**src/rtl/mole_round_ctrl_pkg.sv**
```systemverilog
// Shared definitions for the whack-a-mole round sequencer.
// Latency: n/a (constants and a pure combinational helper).
// Backpressure: n/a.
package mole_round_ctrl_pkg;

    // Sequencer states
    localparam logic [1:0] ST_IDLE = 2'd0;
    localparam logic [1:0] ST_ARM  = 2'd1;
    localparam logic [1:0] ST_WAIT = 2'd2;
    localparam logic [1:0] ST_DONE = 2'd3;

    // Galois taps for x^8+x^6+x^5+x^4+1 in right-shift form
    localparam logic [7:0] LFSR_TAPS         = 8'hB8;
    localparam logic [7:0] LFSR_SEED_DEFAULT = 8'hA5;

    // One step of the right-shifting Galois LFSR
    function automatic logic [7:0] lfsr_next(input logic [7:0] q);
        return {1'b0, q[7:1]} ^ (q[0] ? LFSR_TAPS : 8'h00);
    endfunction

endpackage

```
**src/rtl/mole_round_ctrl_lfsr8.sv**
```systemverilog
// Free-running 8-bit Galois LFSR used as the mole picker's entropy source.
// Latency: new value every clock; q is the registered state.
// Backpressure: none, it never stalls.
module lfsr8
    import mole_round_ctrl_pkg::*;
#(
    parameter logic [7:0] SEED = LFSR_SEED_DEFAULT
) (
    input  logic       clk,
    input  logic       rst,
    output logic [7:0] q
);

    // Step every clock; a zero seed would lock up, so callers keep SEED nonzero
    always_ff @(posedge clk or posedge rst) begin
        if (rst) begin
            q <= SEED;
        end else begin
            q <= lfsr_next(q);
        end
    end

endmodule

```
**src/rtl/mole_round_ctrl.sv**
```systemverilog
// Game-round sequencer: lights one mole per round, reloads the timer, scores hits.
// Latency: start -> ARM (mole + tmr_load) next cycle; hit/timeout -> next ARM or DONE next cycle.
// Backpressure: none; start is dropped outside IDLE/DONE, non-matching hits are dropped.
module mole_round_ctrl
    import mole_round_ctrl_pkg::*;
#(
    parameter int         NUM_MOLES  = 4,
    parameter int         NUM_ROUNDS = 8,
    parameter int         SCORE_W    = 8,
    parameter logic [7:0] LFSR_SEED  = LFSR_SEED_DEFAULT
) (
    input  logic                 clk,
    input  logic                 rst,
    input  logic                 start,
    input  logic [NUM_MOLES-1:0] hit,
    input  logic                 tmr_running,
    input  logic                 tmr_timeout,
    output logic                 tmr_load,
    output logic [NUM_MOLES-1:0] mole,
    output logic [SCORE_W-1:0]   score,
    output logic [3:0]           round,
    output logic                 game_over
);

    localparam int                   IDX_W      = $clog2(NUM_MOLES);
    localparam logic [3:0]           LAST_ROUND = 4'(NUM_ROUNDS);
    localparam logic [SCORE_W-1:0]   SCORE_MAX  = '1;
    localparam logic [NUM_MOLES-1:0] ONE        = NUM_MOLES'(1);

    logic [1:0]         state;
    logic [7:0]         lfsr_q;
    logic [IDX_W-1:0]   raw_idx;
    logic [IDX_W-1:0]   next_idx;
    logic [IDX_W-1:0]   prev_idx;
    logic [SCORE_W-1:0] score_inc;
    logic               hit_ok;

    // The timer's running flag is informational only, and only the low
    // LFSR bits feed the picker; fold them here so they are visibly consumed.
    logic unused_ok;
    assign unused_ok = &{1'b0, tmr_running, lfsr_q[7:IDX_W]};

    lfsr8 #(
        .SEED (LFSR_SEED)
    ) u_lfsr (
        .clk (clk),
        .rst (rst),
        .q   (lfsr_q)
    );

    assign raw_idx   = lfsr_q[IDX_W-1:0];
    assign hit_ok    = |(hit & mole);
    assign score_inc = (score == SCORE_MAX) ? score : score + 1'b1;

    // Bump the pick by one when it would repeat the last round's mole;
    // NUM_MOLES is a power of two so the add wraps naturally.
    always_comb begin
        next_idx = raw_idx;
        if (raw_idx == prev_idx) begin
            next_idx = raw_idx + 1'b1;
        end
    end

    // Round sequencer: all outputs are registered here
    always_ff @(posedge clk or posedge rst) begin
        if (rst) begin
            state     <= ST_IDLE;
            mole      <= '0;
            score     <= '0;
            round     <= '0;
            tmr_load  <= 1'b0;
            game_over <= 1'b0;
            prev_idx  <= '0;
        end else begin
            tmr_load <= 1'b0;
            case (state)
                ST_IDLE, ST_DONE: begin
                    // First round of a game has no previous mole to avoid
                    if (start) begin
                        state     <= ST_ARM;
                        mole      <= ONE << raw_idx;
                        prev_idx  <= raw_idx;
                        score     <= '0;
                        round     <= 4'd1;
                        tmr_load  <= 1'b1;
                        game_over <= 1'b0;
                    end
                end
                ST_ARM: begin
                    // Timer reloads at the end of this cycle; any timeout
                    // seen now is stale from the previous round.
                    state <= ST_WAIT;
                end
                ST_WAIT: begin
                    // A matching hit beats a simultaneous timeout
                    if (hit_ok || tmr_timeout) begin
                        if (hit_ok) begin
                            score <= score_inc;
                        end
                        if (round == LAST_ROUND) begin
                            state     <= ST_DONE;
                            mole      <= '0;
                            game_over <= 1'b1;
                        end else begin
                            state    <= ST_ARM;
                            round    <= round + 4'd1;
                            mole     <= ONE << next_idx;
                            prev_idx <= next_idx;
                            tmr_load <= 1'b1;
                        end
                    end
                end
                default: begin
                    state <= ST_IDLE;
                end
            endcase
        end
    end

endmodule

```
**config.mk**
```make
export PLATFORM = sky130hd
export DESIGN_NAME = mole_round_ctrl
export DESIGN_NICKNAME = d
export VERILOG_FILES = /design/src/rtl/mole_round_ctrl_pkg.sv /design/src/rtl/mole_round_ctrl_lfsr8.sv /design/src/rtl/mole_round_ctrl.sv
export SDC_FILE = /design/constraint.sdc
export NUM_CORES = 1
export LEC_CHECK = 0
export CAP_MARGIN = 20
export CORE_MARGIN = 1
export CORE_UTILIZATION = 52
export DETAILED_ROUTE_END_ITERATION = 8
export GPL_ROUTABILITY_DRIVEN = 0
export PLACE_DENSITY = 0.78
export SLEW_MARGIN = 20
export SYNTH_ARGS = -nofsm -noshare
export SYNTH_HDL_FRONTEND = slang
export SYNTH_HIERARCHICAL = 1
export SYNTH_SLANG_ARGS = --single-unit
```
**constraint.sdc**
```tcl
create_clock -name clk -period 2.4 [get_ports clk]
set_input_delay 0.6 -clock clk [delete_from_list [all_inputs] [get_ports clk]]
set_output_delay 0.6 -clock clk [all_outputs]
set_load 0.01 [all_outputs]
```
# Word level (Yosys, flattened, before mapping)
# Cells that the tools add are included.
# W data, S select, Z words.
# op_classes
n_addsub	3
n_eq_ne	12
shift	2
n_mux	31
bitwise_logic	2
n_reduce_logical	10
# op_table
op	n
$mux W8	5
$mux W4	6
$pmux W4 S2	2
$pmux W8 S2	1
$mux W2	7
$ne A2 B2 Y1 const B	6
$add A8 B1 Y8 const B	1
$eq A8 B8 Y1 const B	1
$reduce_and A4 Y1	2
$shl A1 B2 Y4 const A	2
$xor A7 B8 Y8	1
$mux W1	6
$pmux W2 S3	1
$reduce_and A5 Y1	1
$add A4 B1 Y4 const B	1
$and A4 B4 Y4	1
$eq A2 B2 Y1 const B	2
$eq A4 B4 Y1 const B	1
$pmux W1 S2	2
$pmux W2 S2	1
$reduce_or A4 Y1	1
$reduce_and A3 Y1	1
$add A2 B1 Y2 const B	1
$eq A2 B1 Y1 const B	1
6 further kinds	6
# word_totals
regBits	30
inputBits	9
wordCells	68

# Logic depth before layout (Yosys ltp)
# Gate-level depths: netlist (run 1).
# logic_depth
ltp_word	6
mapped_depth	9
ltp_nobuf	7

# Cells and area by module
# The synthesis (run 1) kept the hierarchy.
# modules_own_cells
mod	n_inst	cells_each	area_per_inst_um2	seq_area_each_um2
mole_round_ctrl	1	158	1391.3	550.5
lfsr8	1	12	235.2	205.2

# Worst setup path after synthesis (run 1)
# OpenSTA, ideal clock, no wires.
# synth_path
kind	flip-flop to flip-flop
from	register state[0]
to	register score[0]
arrival_time_ns	1.825
t_required_ns	2.331
slack_ns	0.506
stages_incl_launch_ff	8
period_less_slack_ns	1.894
path_cell_list	dfrtp_1 > inv_1 > ha_1 > or2b_2 > o21ai_0 > nand2b_1 > or4_1 > nand3_1
# synth_between
elab_chain_cells	4
# synth_lines
item	line_no	source
start: declaration	mole_round_ctrl.sv:30	logic [1:0] state;
start signal: assignment	mole_round_ctrl.sv:67	state <= ST_IDLE;
start signal: assignment	mole_round_ctrl.sv:80	state <= ST_ARM;
start signal: assignment	mole_round_ctrl.sv:92	state <= ST_WAIT;
$eq A2 B2 Y1 or $logic_not A2 Y1 (tied branches)	mole_round_ctrl.sv:76	case (state)
$reduce_or A2 Y1	mole_round_ctrl.sv:76	
$ne A2 B2 Y1 (no line) or $reduce_bool A2 Y1 (tied branches)	--	
$reduce_and A5 Y1 (no line)	--	
end signal: assignment	mole_round_ctrl.sv:98	score <= score_inc;
end: declaration	mole_round_ctrl.sv:20	output logic [SCORE_W-1:0] score,
# Several ways; a longest one is shown, not always the timed one.
# A chain may end at the register's enable or synchronous reset.

# Final worst setup path (run 1)
# Ends and elaborated chain as after synthesis.

==> flow_summary.json, run 1 <==
{
  "status": "finished with violations",
  "violations": "DRC",
  "die_area_um2": 3360,
  "synth_top_family_by_area": "compound AO/OA/AOI/OAI gates",
  "ys_warn_count": 6,
  "yosys-mux-area-fraction": 0.0123,
  "grt_pass1_vias": 1439,
  "cp.arrival_ps": 2380,
  "period_share": 0.878,
  "post-route-drc-count": 1,
  "skew_ps": 8.14,
  "crit_chain": "inv_1 > ha_1 > or2b_2 > o21ai_0 > nand2b_1 > or4_1 > nand3_1",
  "initialDrtViolationCount": 91,
  "drive_above_1_share": 0.129,
  "relSlewSlack": 0.686,
  "post_drt_via_cell_ratio": 5.95,
  "ctsHoldBuffers": 0,
  "cp-start-kind": "flip-flop",
  "ys_seq_area_frac": 0.465,
  "syn_nets": 189,
  "synthFlopType": "dfrtp_1",
  "synth-edff-count": 0,
  "syn-instance-count": 170,
  "antenna_left": 0,
  "critPathLaunch": "state[0]",
  "antenna_cells": 0,
  "ctsLongestPathBuffers": 2,
  "die_y_um": 57.9,
  "synth.top_cell.area_share": 0.400,
  "ys_top_cells_by_count": "26 x dfrtp_1, 20 x nand2_1, 13 x a21oi_1, 13 x inv_1, 11 x nor2_1",
  "synth_area_leaders": "dfrtp_1 40%, ha_1 7.7%, dfstp_2 6.5%",
  "p_per_area_nw_per_um2": 944,
  "drt_first_pass_iters": 9,
  "yosysTopAreaCell": "dfrtp_1",
  "grt_pass1_wl_mm": 6.27,
  "post_cts_resized": 0,
  "p_leak_uw": 0.000909,
  "ioPinCount": 27,
  "grt_max_degree": 23,
  "syn2layout_area_growth_pct": 24.8,
  "clk_pin_slew_ps": 90,
  "hp-start": "u_lfsr/q[3]",
  "antenna_found_initial": 0,
  "synth_compound_area_frac": 0.198,
  "grt_overflow": 0,
  "hold_viol": 0,
  "numCtsBuffers": 5,
  "syn_avg_cell_area_um2": 9.57,
  "required_ps": 2670,
  "yosysMostFrequentCell": "dfrtp_1",
  "coreArea_um2": 2850,
  "rr_startpoint": "state[0]",
  "tightest_slew_ps": 467,
  "crit_fanout": 6,
  "slew_violations": 0,
  "postSynth.asyncResetShare": 1.00,
  "htree_num_levels": 2,
  "cts_sinks": 30,
  "initial_core_util": 0.570,
  "path_buf_inv": 1,
  "finalSetupViolations": 0,
  "synthXorXnorAreaFrac": 0.0269,
  "cpPeakStageDelay_ps": 490,
  "power_uw": 1920,
  "critical_path.top_delay_family": "simple AND/OR/NAND/NOR gates",
  "nets": 227,
  "slowest_stage": "or4_1",
  "num_vias": 1428,
  "routed_wl_mm": 3.55,
  "rsz0062_at_grt": "no",
  "portBuffers": 25,
  "wl_per_cell_um": 14.8,
  "post-cts-setup-buffers": 0,
  "peakVddDrop_uv": 475,
  "synthAdderAreaFrac": 0.0769,
  "path_class": "flip-flop to flip-flop",
  "cts-root-buf": "clkbuf_4",
  "fin_crit_ps": 2110,
  "end_kind": "flip-flop",
  "cts_tree": "yes",
  "dp_hpwl_mm": 2.60,
  "synth.distinct_cells": 43,
  "synth-simple-area-share": 0.175,
  "maxCapViolations": 0,
  "fp.dieW_um": 57.9,
  "insertion_delay_ps": 340,
  "rows": 19,
  "ys_ff_latch": 30,
  "synth_area_um2": 1630,
  "hold_path.class": "flip-flop to flip-flop",
  "tns_ps": 0,
  "fmax_ghz": 0.475,
  "grt_usage": 0.248
}
[registers in the layout, indices dropped and copies added (netlist names)]
name and count:
tmr_load 1, game_over 1, state 2, u_lfsr/q 8
prev_idx 2, score 8, round 4, mole 4
[layer usage]
layer / vias to the layer above / track usage / wire (um)
met4: 0 / 0.126 / 77
met5: - / 0 / 0
met2: 40 / 0.414 / 1780
li1: 679 / - / -
met1: 699 / 0.306 / 1510
met3: 10 / 0.0513 / 180
[cell type report]
type	count	area [um^2]
clock buffer	7	55.1
multi-input combinational	122	795
clock inverter	1	5.00
sequential	30	756
tap	31	38.8
fill	241	822
timing repair buffer	36	333
inverter	13	48.8
[final timing paths]
| check | depth (start not counted) | slack, ps | end |
|---|---|---|---|
| setup / recovery | 7 | 290 | score[0] |
| hold / removal | 0 | 370 | u_lfsr/q[2] |
| setup reg to reg | 7 | 290 | score[0] |
| hold reg to reg | 0 | 370 | u_lfsr/q[2] |
| max in group asynchronous | 3 | 1550 | tmr_load |
| min in group asynchronous | 2 | 520 | u_lfsr/q[4] |
[power breakdown]
part / leakage [uW] / internal [uW] / total, uW / switching, uW
sequential: 0.000383 / 594 / 670 / 75.5
combinational: 0.000491 / 417 / 924 / 507
clock: 0.0000353 / 142 / 323 / 181
total: 0.000909 / 1150 / 1920 / 764
[cell families after synthesis]
| kind of cell | count (synthesis) |
|---|---|
| adders and majority gates | 10 |
| xor gates and xnor gates | 5 |
| AOI/OAI and AO/OA | 48 |
| buffers and inverters | 18 |
| muxes | 2 |
| and+or+nand+nor | 57 |
| DFF | 30 |
[cell usage in the layout, fill, tap and decap left out, types with 3 or more instances in the layout]
| cell | count |
|---|---|
| nor2_1 | 11 |
| o21ai_0 | 7 |
| a31oi_1 | 4 |
| nor3_1 | 4 |
| inv_1 | 13 |
| xor2_1 | 4 |
| dfrtp_1 | 26 |
| nand2_1 | 20 |
| clkbuf_4 | 5 |
| o31ai_1 | 3 |
| clkdlybuf4s50_1 | 25 |
| ha_1 | 10 |
| a22oi_1 | 3 |
| a22o_1 | 3 |
| a21oi_1 | 13 |
| dfstp_2 | 4 |
| buf_4 | 11 |
| nand3_1 | 8 |
[through the flow]
stage | std cells | hold WS, ps | setup slack, ps | cell area (um^2) | utilization
after floorplan | 170 | 333 | 506 | 1630 | -
after global placement | 232 | 342 | 39.4 | 1970 | 0.691
after detailed placement | 232 | 343 | 23.3 | 1970 | 0.691
after CTS | 240 | 372 | 296 | 2030 | 0.712
after global routing | 240 | 386 | 167 | 2030 | 0.712
final | 240 | 371 | 293 | 2030 | 0.712
(Power assumes the default switching activity.)
==> run 2, diff against run 1 <==
Settings changed: TNS_END_PERCENT set to 10.
==> results of run 2 <==
Final layout, timing and power as in run 1 (identical DEF).
